`config.mk`:
```
export PLATFORM = sky130hd
export DESIGN_NAME = lrf_fuse_sequencer
export DESIGN_NICKNAME = d
export VERILOG_FILES = /design/src/rtl/lrf_fuse_sequencer.sv
export SDC_FILE = /design/constraint.sdc
export NUM_CORES = 1
export LEC_CHECK = 0
export CAP_MARGIN = 15
export CORE_ASPECT_RATIO = 0.75
export CORE_MARGIN = 10
export CORE_UTILIZATION = 65
export DETAILED_ROUTE_END_ITERATION = 8
export DONT_BUFFER_PORTS = 1
export PLACE_DENSITY_LB_ADDON = 0.2
export SYNTH_ARGS = -nofsm -noshare
export SYNTH_HDL_FRONTEND = slang
export SYNTH_SLANG_ARGS = --single-unit
```
`constraint.sdc`:
```
create_clock -name clk -period 3.8 [get_ports clk]
set_input_delay 0.57 -clock clk [delete_from_list [all_inputs] [get_ports clk]]
set_output_delay 0.57 -clock clk [all_outputs]
set_load 0.01 [all_outputs]
```
`src/rtl/lrf_fuse_sequencer.sv`:
```
// Input sequencer for the LRF fusion core: frames beats into images and batches, regenerates tlast.
// Define LRF_SEQ_ERR_STATS_EN to add the err_count/batch_count statistics outputs.
module lrf_fuse_sequencer #(
    parameter int PIXELS_PER_BEAT = 8,
    parameter int IMAGE_DIM       = 16,
    parameter int N_FUSE_COUNT    = 4,
    localparam int DATA_WIDTH      = 8 * PIXELS_PER_BEAT,
    localparam int BEATS_PER_IMAGE = IMAGE_DIM * IMAGE_DIM / PIXELS_PER_BEAT,
    localparam int FW              = $clog2(N_FUSE_COUNT)
) (
    input  logic                  clk,
    input  logic                  aresetn,
    input  logic                  enable,
    input  logic [DATA_WIDTH-1:0] s_tdata,
    input  logic                  s_tvalid,
    output logic                  s_tready,
    input  logic                  s_tlast,
    output logic [DATA_WIDTH-1:0] m_tdata,
    output logic                  m_tvalid,
    input  logic                  m_tready,
    output logic                  m_tlast,
    output logic [FW-1:0]         frame_idx,
    output logic                  batch_last,
    output logic                  batch_done,
    output logic                  err_tlast,
`ifdef LRF_SEQ_ERR_STATS_EN
    output logic [15:0]           err_count,
    output logic [15:0]           batch_count,
`endif
    output logic                  busy
);

    localparam int BW = (BEATS_PER_IMAGE > 1) ? $clog2(BEATS_PER_IMAGE) : 1;
    localparam logic [BW-1:0] BEAT_MAX  = BW'(BEATS_PER_IMAGE - 1);
    localparam logic [FW-1:0] FRAME_MAX = FW'(N_FUSE_COUNT - 1);

    typedef enum logic [1:0] {
        S_IDLE,
        S_RUN,
        S_DRAIN
    } state_t;

    state_t                r_state;
    state_t                w_state_nxt;
    logic [BW-1:0]         r_beat_cnt;
    logic [FW-1:0]         r_frame_cnt;
    logic [DATA_WIDTH-1:0] r_m_tdata;
    logic                  r_m_tvalid;
    logic                  r_m_tlast;
    logic [FW-1:0]         r_frame_idx;
    logic                  r_batch_last;
    logic                  r_err_tlast;

    logic w_beat_last;
    logic w_frame_last;
    logic w_at_bound;
    logic w_out_free;
    logic w_s_ready;
    logic w_s_acc;
    logic w_m_acc;

    assign w_beat_last  = (r_beat_cnt == BEAT_MAX);
    assign w_frame_last = (r_frame_cnt == FRAME_MAX);
    assign w_at_bound   = (r_beat_cnt == '0) && (r_frame_cnt == '0);
    assign w_out_free   = ~r_m_tvalid | m_tready;

    // At a batch boundary, only a live enable lets the next batch start.
    assign w_s_ready = (r_state != S_IDLE) & w_out_free & ~(w_at_bound & ~enable);
    assign w_s_acc   = s_tvalid & w_s_ready;
    assign w_m_acc   = r_m_tvalid & m_tready;

    always_ff @(posedge clk or negedge aresetn) begin
        if (!aresetn) begin
            r_state <= S_IDLE;
        end else begin
            r_state <= w_state_nxt;
        end
    end

    always_comb begin
        w_state_nxt = r_state;
        unique case (r_state)
            S_IDLE: begin
                if (enable) w_state_nxt = S_RUN;
            end
            S_RUN: begin
                if (!enable) begin
                    w_state_nxt = (w_at_bound && !r_m_tvalid) ? S_IDLE : S_DRAIN;
                end
            end
            S_DRAIN: begin
                if (enable) begin
                    w_state_nxt = S_RUN;
                end else if (w_at_bound && w_out_free) begin
                    w_state_nxt = S_IDLE;
                end
            end
            default: w_state_nxt = S_IDLE;
        endcase
    end

    // Framing follows accepted beats only; upstream tlast never resyncs it.
    always_ff @(posedge clk or negedge aresetn) begin
        if (!aresetn) begin
            r_beat_cnt  <= '0;
            r_frame_cnt <= '0;
        end else if (w_s_acc) begin
            if (w_beat_last) begin
                r_beat_cnt  <= '0;
                r_frame_cnt <= w_frame_last ? '0 : r_frame_cnt + 1'b1;
            end else begin
                r_beat_cnt <= r_beat_cnt + 1'b1;
            end
        end
    end

    always_ff @(posedge clk or negedge aresetn) begin
        if (!aresetn) begin
            r_m_tdata    <= '0;
            r_m_tvalid   <= 1'b0;
            r_m_tlast    <= 1'b0;
            r_frame_idx  <= '0;
            r_batch_last <= 1'b0;
            r_err_tlast  <= 1'b0;
        end else begin
            r_err_tlast <= w_s_acc & (s_tlast != w_beat_last);
            if (w_s_acc) begin
                r_m_tdata    <= s_tdata;
                r_m_tvalid   <= 1'b1;
                r_m_tlast    <= w_beat_last;
                r_frame_idx  <= r_frame_cnt;
                r_batch_last <= w_beat_last & w_frame_last;
            end else if (w_m_acc) begin
                r_m_tvalid   <= 1'b0;
                r_m_tlast    <= 1'b0;
                r_batch_last <= 1'b0;
            end
        end
    end

`ifdef LRF_SEQ_ERR_STATS_EN
    logic [15:0] r_err_count;
    logic [15:0] r_batch_count;

    always_ff @(posedge clk or negedge aresetn) begin
        if (!aresetn) begin
            r_err_count   <= '0;
            r_batch_count <= '0;
        end else begin
            if (r_err_tlast && (r_err_count != 16'hFFFF)) begin
                r_err_count <= r_err_count + 16'd1;
            end
            if (w_m_acc && r_batch_last) begin
                r_batch_count <= r_batch_count + 16'd1;
            end
        end
    end

    assign err_count   = r_err_count;
    assign batch_count = r_batch_count;
`endif

    assign s_tready   = w_s_ready;
    assign m_tdata    = r_m_tdata;
    assign m_tvalid   = r_m_tvalid;
    assign m_tlast    = r_m_tlast;
    assign frame_idx  = r_frame_idx;
    assign batch_last = r_batch_last;
    assign batch_done = w_m_acc & r_batch_last;
    assign err_tlast  = r_err_tlast;
    assign busy       = (r_state != S_IDLE);

endmodule

```
==> summary.txt <==
Global routing
  • Vias in the first global route: around 1,800
  • Largest net degree at the start of global routing: 80
  • Total track usage: between 10% and 20%
  • Gr ovfl total: 0
  • First-pass GRT wire length: 10,800 um
  • Initial antenna violation count: 0

Finish
  • # fillers: about 330
  • Layout cell share with drive strength beyond 1: around two fifths
  • Layout Nets: 290
  • Final core occ: roughly 72%
  • Area grow syn2layout: 5.90%
  • Non-Filler Instances: between 200 and 300
  • Register area: around 2000 um^2
  • Multi-input gate area: about 1300 um^2
  • ANT cells: 0

Timing
  • Slew HR: roughly 64%
  • Slew Limit Fails: 0
  • TNS Setup: 0 ns
  • RSZ-0062 raised after global routing: false
  • Clk_skew: approximately 0.0086 ns
  • Final hold vios: 0
  • Fmax: between 0.4 and 0.5 GHz
  • Worst-Margin Slew: roughly 0.54 ns
  • Fin crit share: between 60% and 70%
  • Setup-failing EPs final: 0
  • Clock period minus worst slack: roughly 2.4 ns
  • Final setup margin: about 1.4 ns

Setup path
  • Worst R2R Start: r_beat_cnt[0]
  • Crit path launch type: register
  • WP data required: 3.23 ns
  • Buf/Inv on CP: 1
  • R2R Setup Slk: 1.65 ns
  • CP delay by family, top: compound AO/OA/AOI/OAI gates
  • WP data arrival: roughly 1.8 ns
  • CP max FO: 11
  • Slowest cell on crit path: o31ai_4
  • CP Capture Type: output port
  • Largest stage delay, worst path: between 0.4 and 0.5 ns
  • Crit path launch: r_beat_cnt[0]
  • Crit Path Category: register to output port
  • Worst-path cell chain: inv_1 -> ha_1 -> nand4bb_4 -> o31ai_4 -> nor2b_1

Yosys
  • Post-synthesis area per instance: between 15 and 20 um^2
  • Mapped Cells: approximately 210
  • Netlist cell types: 32
  • Mapped Area: 3350 um^2
  • Net count after synthesis: ~290
  • Seq cells post-synth: between 70 and 80
  • Ys Warns: 0
  • Post-synthesis adder-cell area fraction: under 10%
  • Largest family of logic cells by synthesized area: multiplexers
  • Synth Area in XOR/XNOR: less than 1%
  • Sequential cell area fraction in the yosys report: 59.0%
  • Simple-gate area share of the yosys netlist: 4.74%
  • Compound-Gate Fraction of Synth Area: 3.70%
  • Mux cell area share after synthesis: roughly 27%

CTS
  • TritonCTS clock tree: yes
  • Post-CTS sizing: 0
  • Clock Tree Root: clkbuf_8
  • Max clock buf depth: 2
  • Clk Latency, worst-skew pair: ~0.34 ns
  • H-Tree Level Count: 3
  • Postcts setup bufs: 0
  • Hold Buf Count CTS: 1
  • Worst-path clk slew: roughly 0.08 ns
  • CTS Buf Count: 9
  • Sink Count: 79

Route
  • Drt total wl: roughly 7300 um
  • Vias per std cell: about 6.1
  • Vias: around 1,700
  • WL/cell: approximately 26 um
  • # DRC: 0
  • 1st-iter DRT viols: 61
  • Antenna Nets Post-Route: 0
  • Drt first pass iters: 4

Status
  • Status: completed

Floorplanning
  • Die Ht: approximately 82 um
  • Die area: 8460 um^2
  • CORE AREA: 4930 um^2
  • Starting density of the core: between 60% and 70%
  • FP Rows: 22
  • DIE WIDTH: about 100 um
  • Ports: 143

Placed design
  • RePlAce Congestion: about 0.86
  • Post-DP HPWL: ~5500 um
  • I/O Buffers: 0
  • DP Cell Count: ~260
  • DP Worst Slack: 1.64 ns

Power and ir drop
  • Reg power frac: roughly three fifths
  • Max IR drop VDD: 0.353 mV
  • Logic pwr share: 17.7%
  • Clk network pwr share: 24.0%
  • Leakage: ~1.6 nW
  • Total net switching power: ~0.0007 W
  • Internal Power: ~0.0015 W
  • Pwr Density: about 620 nW/um^2
  • Switching share of total power: a little under a third

Job
  • Total of max-cap violations: 0

Min path
  • Hold Crit Class: primary input to async pin
==> synth_stat cells <==
| cell type | count | share of area [%] |
|---|---|---|
| nor2b_1 | 2 | 0.37 |
| and3_1 | 2 | 0.37 |
| or2_2 | 2 | 0.37 |
| o311a_1 | 1 | 0.30 |
| nand3_1 | 2 | 0.30 |
| o21ai_0 | 10 | 1.5 |
| buf_2 | 3 | 0.45 |
| nand4bb_4 | 1 | 0.82 |
| inv_1 | 6 | 0.67 |
| a21boi_0 | 1 | 0.22 |
| buf_6 | 6 | 2.0 |
| ha_1 | 5 | 1.9 |
| nor3b_1 | 1 | 0.22 |
| clkbuf_1 | 1 | 0.11 |
| o31ai_2 | 1 | 0.37 |
| a21o_1 | 1 | 0.22 |
| mux2i_1 | 1 | 0.30 |
| nor2_1 | 3 | 0.34 |
| nand2b_1 | 2 | 0.37 |
| mux2_1 | 1 | 0.34 |
| xnor2_1 | 1 | 0.26 |
| mux2_4 | 39 | 17 |
| o211ai_1 | 1 | 0.22 |
| dfrtp_1 | 79 | 59 |
| mux2_2 | 27 | 9.1 |
| nand2_1 | 6 | 0.67 |
| nor4_1 | 1 | 0.19 |
| o31ai_4 | 1 | 0.63 |
| o31ai_1 | 1 | 0.22 |
| nor2_2 | 1 | 0.19 |
| or3_1 | 1 | 0.19 |
| or3_4 | 1 | 0.34 |
==> state kept, by name, summed over array words and instances, names as in the netlist <==
register	cells
m_tdata	64
r_frame_cnt	2
batch_last	1
err_tlast	1
m_tlast	1
r_state	2
m_tvalid	1
r_beat_cnt	5
frame_idx	2
==> area by class of cell <==
type / instances / share of cell area [%]
Clock inverter: 5 / 0.952
Inverter: 6 / 0.635
Sequential cell: 79 / 55.7
Clock buffer: 10 / 3.60
Multi-Input combinational cell: 116 / 35.8
Timing Repair Buffer: 3 / 1.20
Tap cell: 60 / 2.12
==> metrics by stage <==
stage	instance area, um^2	hold WS, ns	total power [W]
2_1_floorplan	3350	0.274	0.00157
5_1_grt	3550	0.130	0.00232
6_report	3550	0.107	0.00220
3_5_place_dp	3360	0.276	0.00168
4_1_cts	3550	0.117	0.00223
3_3_place_gp	3360	0.276	0.00165
==> power groups by stage <==
stage	sequential (W)	clock, W	combinational [W]
floorplan	0.00123	0	0.000338
global placement	0.00130	0	0.000351
detailed placement	0.00130	0	0.000374
CTS	0.00129	0.000544	0.000395
global route	0.00131	0.000582	0.000429
finish	0.00128	0.000528	0.000389
==> logic make-up after synthesis <==
family          Yosys count
compound gates           17
fa+ha+maj                 5
simple gates             25
flops                    79
buf+inv                  16
mux                      68
xor+xnor                  1
==> cells in the final DEF (no fill, tap or decap), types with 2 or more instances in the layout <==
cell type	netlist	routed
dfrtp_1	79	79
mux2_4	39	39
mux2_2	27	27
o21ai_0	10	10
clkbuf_8	0	9
inv_1	6	6
nand2_1	6	6
ha_1	5	5
nor2_1	3	3
and3_1	2	2
or2_2	2	2
nand2b_1	2	2
nor2b_1	2	2
nand3_1	2	2
clkinv_2	0	2
clkinvlp_4	0	2
buf_4	0	2
==> per-layer routing <==
metal  GRT usage [%]  part of all wire (%)
met1            18.8                    37
met3            10.9                    14
met5               0                     0
met2            26.7                    49
met4            3.74                  0.58
==> worst paths after layout <==
kind | endpoint | depth (start not counted)
max | s_tready | 5
min | r_state[1] | 1
max reg2reg | m_tdata[14] | 7
min reg2reg | r_state[0] | 1
max in group asynchronous | m_tdata[18] | 1
min in group clk | m_tdata[44] | 1
No activity file was read; power rests on OpenSTA's default activity.
